[src/rtl/lfsr_pkg.sv]
// Shared constants and helpers for the button-stepped 8-bit Fibonacci LFSR.
package lfsr_pkg;
  localparam int LFSR_W = 8;
  localparam logic [LFSR_W-1:0] TAP = 8'b0001_1101;

  // Width that can hold 0..db_cycles inclusive.
  function automatic int db_cnt_w(input int db_cycles);
    return $clog2(db_cycles + 1);
  endfunction

  // One shift-right step; an all-zero state would otherwise lock up, so it is forced to 1.
  function automatic logic [LFSR_W-1:0] lfsr_next(input logic [LFSR_W-1:0] q);
    if (q == '0) return {{(LFSR_W-1){1'b0}}, 1'b1};
    return {^(q & TAP), q[LFSR_W-1:1]};
  endfunction
endpackage

[src/rtl/lfsr_stepper_btn_debounce.sv]
// Two-flop synchronizer plus stable-sample counter; rise strikes on the edge the level flips to 1.
module btn_debounce
  import lfsr_pkg::*;
#(
  parameter int DB_CYCLES = 16
) (
  input  logic clk,
  input  logic rst,
  input  logic btn,
  output logic level,
  output logic rise
);
  localparam int CW = db_cnt_w(DB_CYCLES);
  localparam logic [CW-1:0] LAST = CW'(DB_CYCLES - 1);

  logic [1:0]    sync_q, sync_d;
  logic [CW-1:0] cnt_q, cnt_d;
  logic          level_q, level_d;
  logic          differ, hit;

  always_comb begin
    sync_d  = {sync_q[0], btn};
    differ  = sync_q[1] ^ level_q;
    // Flip on the edge the counter would reach DB_CYCLES.
    hit     = differ && (cnt_q == LAST);
    cnt_d   = (differ && !hit) ? cnt_q + CW'(1) : '0;
    level_d = hit ? ~level_q : level_q;
    rise    = hit && !level_q;
  end

  always_ff @(posedge clk or posedge rst) begin
    if (rst) begin
      sync_q  <= '0;
      cnt_q   <= '0;
      level_q <= 1'b0;
    end else begin
      sync_q  <= sync_d;
      cnt_q   <= cnt_d;
      level_q <= level_d;
    end
  end

  assign level = level_q;
endmodule

[src/rtl/lfsr_stepper.sv]
// 8-bit LFSR advanced once per debounced button press, with parallel load and step counter.
module lfsr_stepper
  import lfsr_pkg::*;
#(
  parameter int                DB_CYCLES = 16,
  parameter logic [LFSR_W-1:0] SEED      = 8'h01
) (
  input  logic              clk,
  input  logic              rst,
  input  logic              btn_step,
  input  logic              load,
  input  logic [LFSR_W-1:0] load_val,
  output logic [LFSR_W-1:0] q,
  output logic [3:0]        hi_code,
  output logic [3:0]        lo_code,
  output logic              step_pulse,
  output logic [7:0]        step_cnt
);
  logic [LFSR_W-1:0] q_q, q_d;
  logic [7:0]        step_cnt_q, step_cnt_d;
  logic              step_pulse_q, step_pulse_d;
  logic              db_level, db_rise;

  btn_debounce #(.DB_CYCLES(DB_CYCLES)) u_db (
    .clk  (clk),
    .rst  (rst),
    .btn  (btn_step),
    .level(db_level),
    .rise (db_rise)
  );

  // Load wins over a coinciding step; that step is dropped entirely.
  always_comb begin
    q_d          = q_q;
    step_cnt_d   = step_cnt_q;
    step_pulse_d = 1'b0;
    if (load) begin
      q_d        = load_val;
      step_cnt_d = '0;
    end else if (db_rise) begin
      q_d          = lfsr_next(q_q);
      step_cnt_d   = step_cnt_q + 8'd1;
      step_pulse_d = 1'b1;
    end
  end

  always_ff @(posedge clk or posedge rst) begin
    if (rst) begin
      q_q          <= SEED;
      step_cnt_q   <= '0;
      step_pulse_q <= 1'b0;
    end else begin
      q_q          <= q_d;
      step_cnt_q   <= step_cnt_d;
      step_pulse_q <= step_pulse_d;
    end
  end

  assign q          = q_q;
  assign hi_code    = q_q[7:4];
  assign lo_code    = q_q[3:0];
  assign step_pulse = step_pulse_q;
  assign step_cnt   = step_cnt_q;
endmodule
[config.mk]
export PLATFORM = sky130hd
export DESIGN_NAME = lfsr_stepper
export DESIGN_NICKNAME = d
export VERILOG_FILES = /design/src/rtl/lfsr_pkg.sv /design/src/rtl/lfsr_stepper_btn_debounce.sv /design/src/rtl/lfsr_stepper.sv
export SDC_FILE = /design/constraint.sdc
export NUM_CORES = 1
export LEC_CHECK = 0
export CAP_MARGIN = 20
export CORE_UTILIZATION = 46
export CTS_CLUSTER_DIAMETER = 60
export CTS_CLUSTER_SIZE = 40
export DETAILED_ROUTE_END_ITERATION = 8
export GPL_ROUTABILITY_DRIVEN = 0
export PLACE_DENSITY = 0.76
export RECOVER_POWER = 25
export SETUP_SLACK_MARGIN = 0.1
export SLEW_MARGIN = 20
export SYNTH_ARGS = -nofsm -noshare
export SYNTH_HDL_FRONTEND = slang
export SYNTH_HIERARCHICAL = 1
export SYNTH_SLANG_ARGS = --single-unit
[constraint.sdc]
create_clock -name clk -period 2.8 [get_ports clk]
set_input_delay 0.28 -clock clk [delete_from_list [all_inputs] [get_ports clk]]
set_output_delay 0.28 -clock clk [all_outputs]
set_load 0.005 [all_outputs]
==> impl_results.md, run 1 <==
- Top cells by area, synth: dfrtp_1 49%, buf_4 4.9%, ha_1 4.1%
- LEAKAGE: 0.0006556 uW
- Total gr overflow: 0
- Final Power: 669.5 uW
- Die width: 53.45 um
- Psw: 166.5 uW
- Final wirelength: 2324 um
- Initial antenna violation count: 0
- Post-synthesis instance area: 1217 um2
- WP data required: 3.05 ns
- NumNets Final: approximately 160
- Fillers: 206
- Routed vias/inst: 5.234
- Final Skew: 0.005922 ns
- Clock root cell: clkbuf_4
- Power density over the cells: between 400 and 500 nW/um2
- Peak supply drop: 0.4437 mV
- Max-slew headroom: 57.16%
- Critical path peak fanout: 7
- Fin crit share: slightly below 90%
- Syn Nets: 130
- Post-CTS Setup Bufs: 0
- CP Capture Type: flip-flop
- Synth top area share: 49.33%
- Critical Path Source Type: flip-flop
- Post-Place Cells: 171
- CTS Buf Count: 3
- Setup crit end: step_cnt[7]$_DFFE_PP0P_
- Reg2Reg Launch Point: u_db/cnt_q[0]$_DFF_PP0_
- Post-route DRC violation count: 0
- Core Area: 2500 um2
- Pre-antenna DRT Iters: 4
- Die area: 2856 um2
- Fin crit period: ~2.4 ns
- Most common cell in the netlist: dfrtp_1
- Primary FF master, synth: dfrtp_1
- Clk buf depth: 2
- Post-Synthesis Cells: 114
- Reg2reg setup slack: 0.37 ns
- IO Pins: 37
- IO Port Bufs: 36
- Largest net degree at the start of global routing: 19
- H-tree depth: 1
- Worst-path clk slew: about 0.14 ns
- Register area share after synthesis: 51.49%
- Synth-to-Final Area Change: 30.83%
- Total negative slack: 0 ns
- Slew @ Worst Pin: 0.6419 ns
- Top cell types by occurrence after synthesis: 24 x dfrtp_1, 8 x buf_4, 8 x nand2_1
- MaxCap Viol Count: 0
- Initial core utilization: 48.70%
- Final Hold Viols: 0
- Reg2reg path depth: 8
- Critical Path Start: u_db/cnt_q[0]$_DFF_PP0_
- GRT Resource Usage Total: approximately 18%
- Synth warnings: 6
- P_int: 502.9 uW
- Setup-failing EPs final: 0
- Layout cells sized above 1: 6.897%
- FF+latch count, synth: 25
- Outcome: complete, no violations
- CTS tree: done
- CTS sink count: 25
- Vias in the first global route: approximately 850
- Die Height: about 53 um
- Core Rows: 18
- Sw frac: between 20% and 30%
- Cell taking the most area after synthesis: dfrtp_1
- Final Non-Filler Cells: about 180
- Post-synth EDFFs: 0
- Clk_lat worst skew: around 0.31 ns
- Syn Area/Cell: 10.68 um2
- Comb pwr share: 16.7%
- RSZ-0062 raised after global routing: no
- CP Class: reg2reg
- Hold WC Path Type: in2async
- Clock power frac: 24.0%
- Pins Over Slew Limit: 0
- Ant diodes: 0
- Reg-to-reg endpoint: step_cnt[7]$_DFFE_PP0P_
- F_max: 0.4114 GHz
- Sequential Power Share: between 50% and 60%
- Resized Gates After CTS: 0
- DR WL/cell: 13.28 um
- Synth async-reset ratio: 100.0%
- First-pass GRT wire length: 3732 um
- # hold bufs at CTS: 0
- Vias post-DR: 916
- Hpwl dp: between 1500 and 2000 um
- CP arrival: 2.68 ns
- Distinct cells, synth: 30
- Final ANT Viol Nets: 0
- 1st-iter DRT viols: 7
-- worst max-delay path, cell delays in order, from the launching register on --
cell and delay (ns):
dfrtp_1 0.41, ha_1 0.20, and3_1 0.16, ha_1 0.26, nand2_1 0.10, nor2_1 0.37
nand3_1 0.19, or4_1 0.52, a21oi_1 0.15
-- flip-flops by register name, indices dropped and copies added, names as in the netlist --
signal	count
q	8
step_cnt	8
step_pulse	1
u_db/cnt_q	5
u_db/level	1
u_db/sync_q	2
-- routing by layer --
metal | track usage [%] | vias up | routed length (um)
li1 | - | 455 | -
met1 | 23.58 | 437 | 1050
met2 | 28.96 | 20 | 1166
met3 | 6.322 | 4 | 80
met4 | 4.386 | 0 | 26
met5 | 0 | - | 0
-- metrics by stage --
stage | setup slack [ns] | area (um2) | utilization (%) | hold WS [ns]
after floorplan | 0.7323 | 1217 | - | 0.09566
after global placement | 0.5118 | 1563 | 62.51 | 0.3330
after detailed placement | 0.3830 | 1563 | 62.51 | 0.3759
after CTS | 0.3457 | 1593 | 63.71 | 0.2091
after global routing | 0.1385 | 1593 | 63.71 | 0.3523
final | 0.3693 | 1593 | 63.71 | 0.3511
-- worst min path at each step --
stage / end / depth (start not counted) / slack [ns]
global route: u_db/sync_q[0]$_DFF_PP0_ / 2 / 0.35
global placement: u_db/sync_q[1]$_DFF_PP0_ / 0 / 0.33
floorplan: u_db/cnt_q[0]$_DFF_PP0_ / 1 / 0.1
detailed placement: u_db/sync_q[1]$_DFF_PP0_ / 0 / 0.38
CTS: u_db/sync_q[0]$_DFF_PP0_ / 2 / 0.21
finish: u_db/sync_q[0]$_DFF_PP0_ / 2 / 0.35
-- placed cells by master (no fill, tap or decap) --
cell type,instances
dfrtp_1,24
clkinvlp_4,1
xor2_1,3
ha_1,4
clkdlybuf4s50_1,34
nor4_2,1
a221o_1,4
nand3_1,2
nand2_1,8
nand4_1,2
mux2i_1,5
o31ai_1,2
or4b_4,1
nor2_1,6
clkbuf_4,3
or3_1,2
buf_4,3
or4_1,1
and3_1,1
dfstp_2,1
and4_1,1
dlygate4sd3_1,2
inv_1,7
nor3b_1,3
o21ai_1,4
xnor2_1,5
nor2b_1,1
nor3_1,5
a21oi_1,4
o21bai_1,1
o21ai_0,3
o41a_1,1
-- logic make-up after synthesis --
kind of cell               synth area share, %
and+or+nand+nor                          15.62
DFF                                      51.49
AOI/OAI and AO/OA                        10.59
buffers and inverters                    8.325
xor gates and xnor gates                 5.756
muxes                                    4.111
adders and majority gates                4.111
-- power groups by stage --
stage	registers [uW]	logic [uW]	clock network, uW
finish	397	112	161
detailed placement	404	114	0
floorplan	400	61.6	0
global placement	402	112	0
global route	400	126	185
CTS	397	115	172
-- final cells by class --
class,count,area [um2],share of cell area (%)
Inverter,7,26.28,1.650
Sequential cell,25,626.9,39.36
Timing Repair Buffer,39,382.9,24.04
Clock buffer,3,22.52,1.414
Clock inverter,1,7.507,0.4713
Multi-Input combinational cell,70,489.2,30.71
Tap cell,30,37.54,2.357
Power figures use the tool's default switching activity.
==> run 2: changes to the inputs <==
--- a/config.mk
+++ b/config.mk
@@ -5,13 +5,14 @@
 export SDC_FILE = /design/constraint.sdc
 export NUM_CORES = 1
 export LEC_CHECK = 0
+export ABC_CLOCK_PERIOD_IN_PS = 3000
 export CAP_MARGIN = 20
-export CORE_UTILIZATION = 46
+export CORE_UTILIZATION = 49
 export CTS_CLUSTER_DIAMETER = 60
 export CTS_CLUSTER_SIZE = 40
 export DETAILED_ROUTE_END_ITERATION = 8
 export GPL_ROUTABILITY_DRIVEN = 0
-export PLACE_DENSITY = 0.76
+export PLACE_DENSITY = 0.8
 export RECOVER_POWER = 25
 export SETUP_SLACK_MARGIN = 0.1
 export SLEW_MARGIN = 20
==> constraint.sdc (replaced) <==
create_clock -name clk -period 3 [get_ports clk]
set_input_delay 0.3 -clock clk [delete_from_list [all_inputs] [get_ports clk]]
set_output_delay 0.3 -clock clk [all_outputs]
set_load 0.005 [all_outputs]
==> run 2 against run 1 <==
Net effect: largest power group unchanged; global-route usage up 2.9 points; setup slack better by 0.30 ns; first-iteration DRC count up 130%; worst hold slack better by 0.024 ns; sequential power down 6.8%; clock skew down 0.0012 ns.
==> impl_results.md, run 2 (synthesis results as in run 1) <==
- RSZ-0062 raised after global routing: no
- Synth-to-Final Area Change: 29.81%
- IO Port Bufs: 36 (unchanged)
- DR WL/cell: 13.84 um (+4.2%)
- Layout cells sized above 1: 6.250% (-0.65 points)
- Fin crit period: 2.328 ns (-0.1026 ns)
- Vias post-DR: 924 (+0.87%)
- Hold WC Path Type: in2async
- H-tree depth: 1 (unchanged)
- CP arrival: 2.58 ns (-0.10 ns)
- NumNets Final: 161 (-0.62%)
- Reg2reg path depth: 9 (+1)
- Clock root cell: clkbuf_4
- # hold bufs at CTS: 0 (unchanged)
- Commonest cells after routing, fill and taps aside: 34 x clkdlybuf4s50_1, 24 x dfrtp_1, 8 x nand2_1, 7 x inv_1, 6 x nor2_1
- LEAKAGE: 0.0006539 uW (-0.26%)
- 1st-iter DRT viols: 16 (+9)
- Initial core utilization: 53.49% (+4.8 points)
- Final Skew: 0.004678 ns (-0.001244 ns)
- Post-route DRC violation count: 0 (unchanged)
- CTS tree: done
- First-pass GRT wire length: 4105 um (+10%)
- Critical Path Start: u_db/cnt_q[0]$_DFF_PP0_
- Die Height: 51.85 um (-3.0%)
- MaxCap Viol Count: 0 (unchanged)
- Routed vias/inst: 5.372 (+2.6%)
- Hpwl dp: 1785 um (+1.1%)
- Critical path peak fanout: 15 (+8)
- F_max: 0.4295 GHz (+4.4%)
- Die area: 2688 um2 (-5.9%)
- Reg2Reg Launch Point: u_db/cnt_q[0]$_DFF_PP0_
- Final Power: 622.1 uW (-7.1%)
- Core Area: 2276 um2 (-9.0%)
- Total gr overflow: 0 (unchanged)
- Final ANT Viol Nets: 0 (unchanged)
- Initial antenna violation count: 0 (unchanged)
- Final Non-Filler Cells: 172 (-1.7%)
- CP Class: reg2reg
- Core Rows: 17 (-1)
- Vias in the first global route: 889 (+5.0%)
- Resized Gates After CTS: 0 (unchanged)
- Max-slew headroom: 56.56% (-0.61 points)
- Clk buf depth: 2 (unchanged)
- Final wirelength: 2380 um (+2.4%)
- Pre-antenna DRT Iters: 4 (unchanged)
- IO Pins: 37 (unchanged)
- GRT Resource Usage Total: 21.16% (+2.9 points)
- Ant diodes: 0 (unchanged)
- WP data required: 3.25 ns (+0.20 ns)
- Worst-path clk slew: 0.13 ns (about the same)
- CTS sink count: 25 (unchanged)
- Outcome: complete, no violations
- Commonest non-fill, non-tap cell in the layout: clkdlybuf4s50_1
- Post-CTS Setup Bufs: 0 (unchanged)
- Critical Path Source Type: flip-flop
- Post-Place Cells: 168 (-1.8%)
- Setup-failing EPs final: 0 (unchanged)
- Pins Over Slew Limit: 0 (unchanged)
- Slew @ Worst Pin: 0.6510 ns (+0.009099 ns)
- Power density over the cells: 393.6 nW/um2 (-6.3%)
- Fin crit share: 77.60% (-9.2 points)
- CP Capture Type: flip-flop
- Clk_lat worst skew: 0.31 ns (about the same)
- Peak supply drop: 0.3623 mV (-18%)
- Largest net degree at the start of global routing: 25 (+6)
- Total negative slack: 0 ns (unchanged)
- CTS Buf Count: 3 (unchanged)
- Final Hold Viols: 0 (unchanged)
- Die width: 51.85 um (-3.0%)
[run 2: layer usage]
| metal | routed length, um | GRT usage (%) | vias up |
|---|---|---|---|
| met5 | 0 | 0 | - |
| met4 | 25 | 8.108 | 0 |
| met3 | 62 | 4.386 | 4 |
| met2 | 1231 | 35.04 | 24 |
| met1 | 1060 | 26.96 | 443 |
| li1 | - | - | 453 |
[run 2: final timing paths]
path                            slack, ns                  endpoint
worst max-delay path                 0.67   step_cnt[7]$_DFFE_PP0P_
worst min-delay path                 0.37    u_db/level$_DFFE_PP0P_
worst max register to register       0.67   step_cnt[7]$_DFFE_PP0P_
worst min register to register       0.38  u_db/sync_q[1]$_DFF_PP0_
max in group asynchronous            2.06          q[2]$_DFFE_PP0P_
min in group clk                     0.38  u_db/sync_q[1]$_DFF_PP0_
[run 2: cell type report]
| cell class | count | area (um2) |
|---|---|---|
| Clock inverter | 1 | 5.005 |
| Inverter | 7 | 26.28 |
| Fill cell | 169 | 695.7 |
| Clock buffer | 3 | 22.52 |
| Tap cell | 28 | 35.03 |
| Multi-Input combinational cell | 70 | 489.2 |
| Timing Repair Buffer | 38 | 375.4 |
| Sequential cell | 25 | 626.9 |
[run 2: metrics by stage]
step	setup slack [ns]	hold WS, ns	util [%]	area (um2)
final	0.6719	0.3748	69.43	1580
after floorplan	0.9323	0.1157	-	1217
after CTS	0.6832	0.2364	69.43	1580
after global routing	0.4938	0.3749	69.43	1580
after detailed placement	0.7129	0.3490	68.22	1553
after global placement	0.8257	0.3362	68.22	1553
[run 2: worst max-delay path, stage by stage, from the launching register on]
cell,delay (ns)
dfrtp_1,0.41
ha_1,0.20
and3_1,0.16
ha_1,0.26
nand2_1,0.09
nor2_1,0.09
buf_4,0.22
nand3_1,0.16
or4_1,0.52
a21oi_1,0.15
[run 2: where the power goes]
group,internal (uW),switching [uW]
Combinational,66.4,39.4
Clock,49.8,96.9
Sequential,352,17.5
Total,468,154
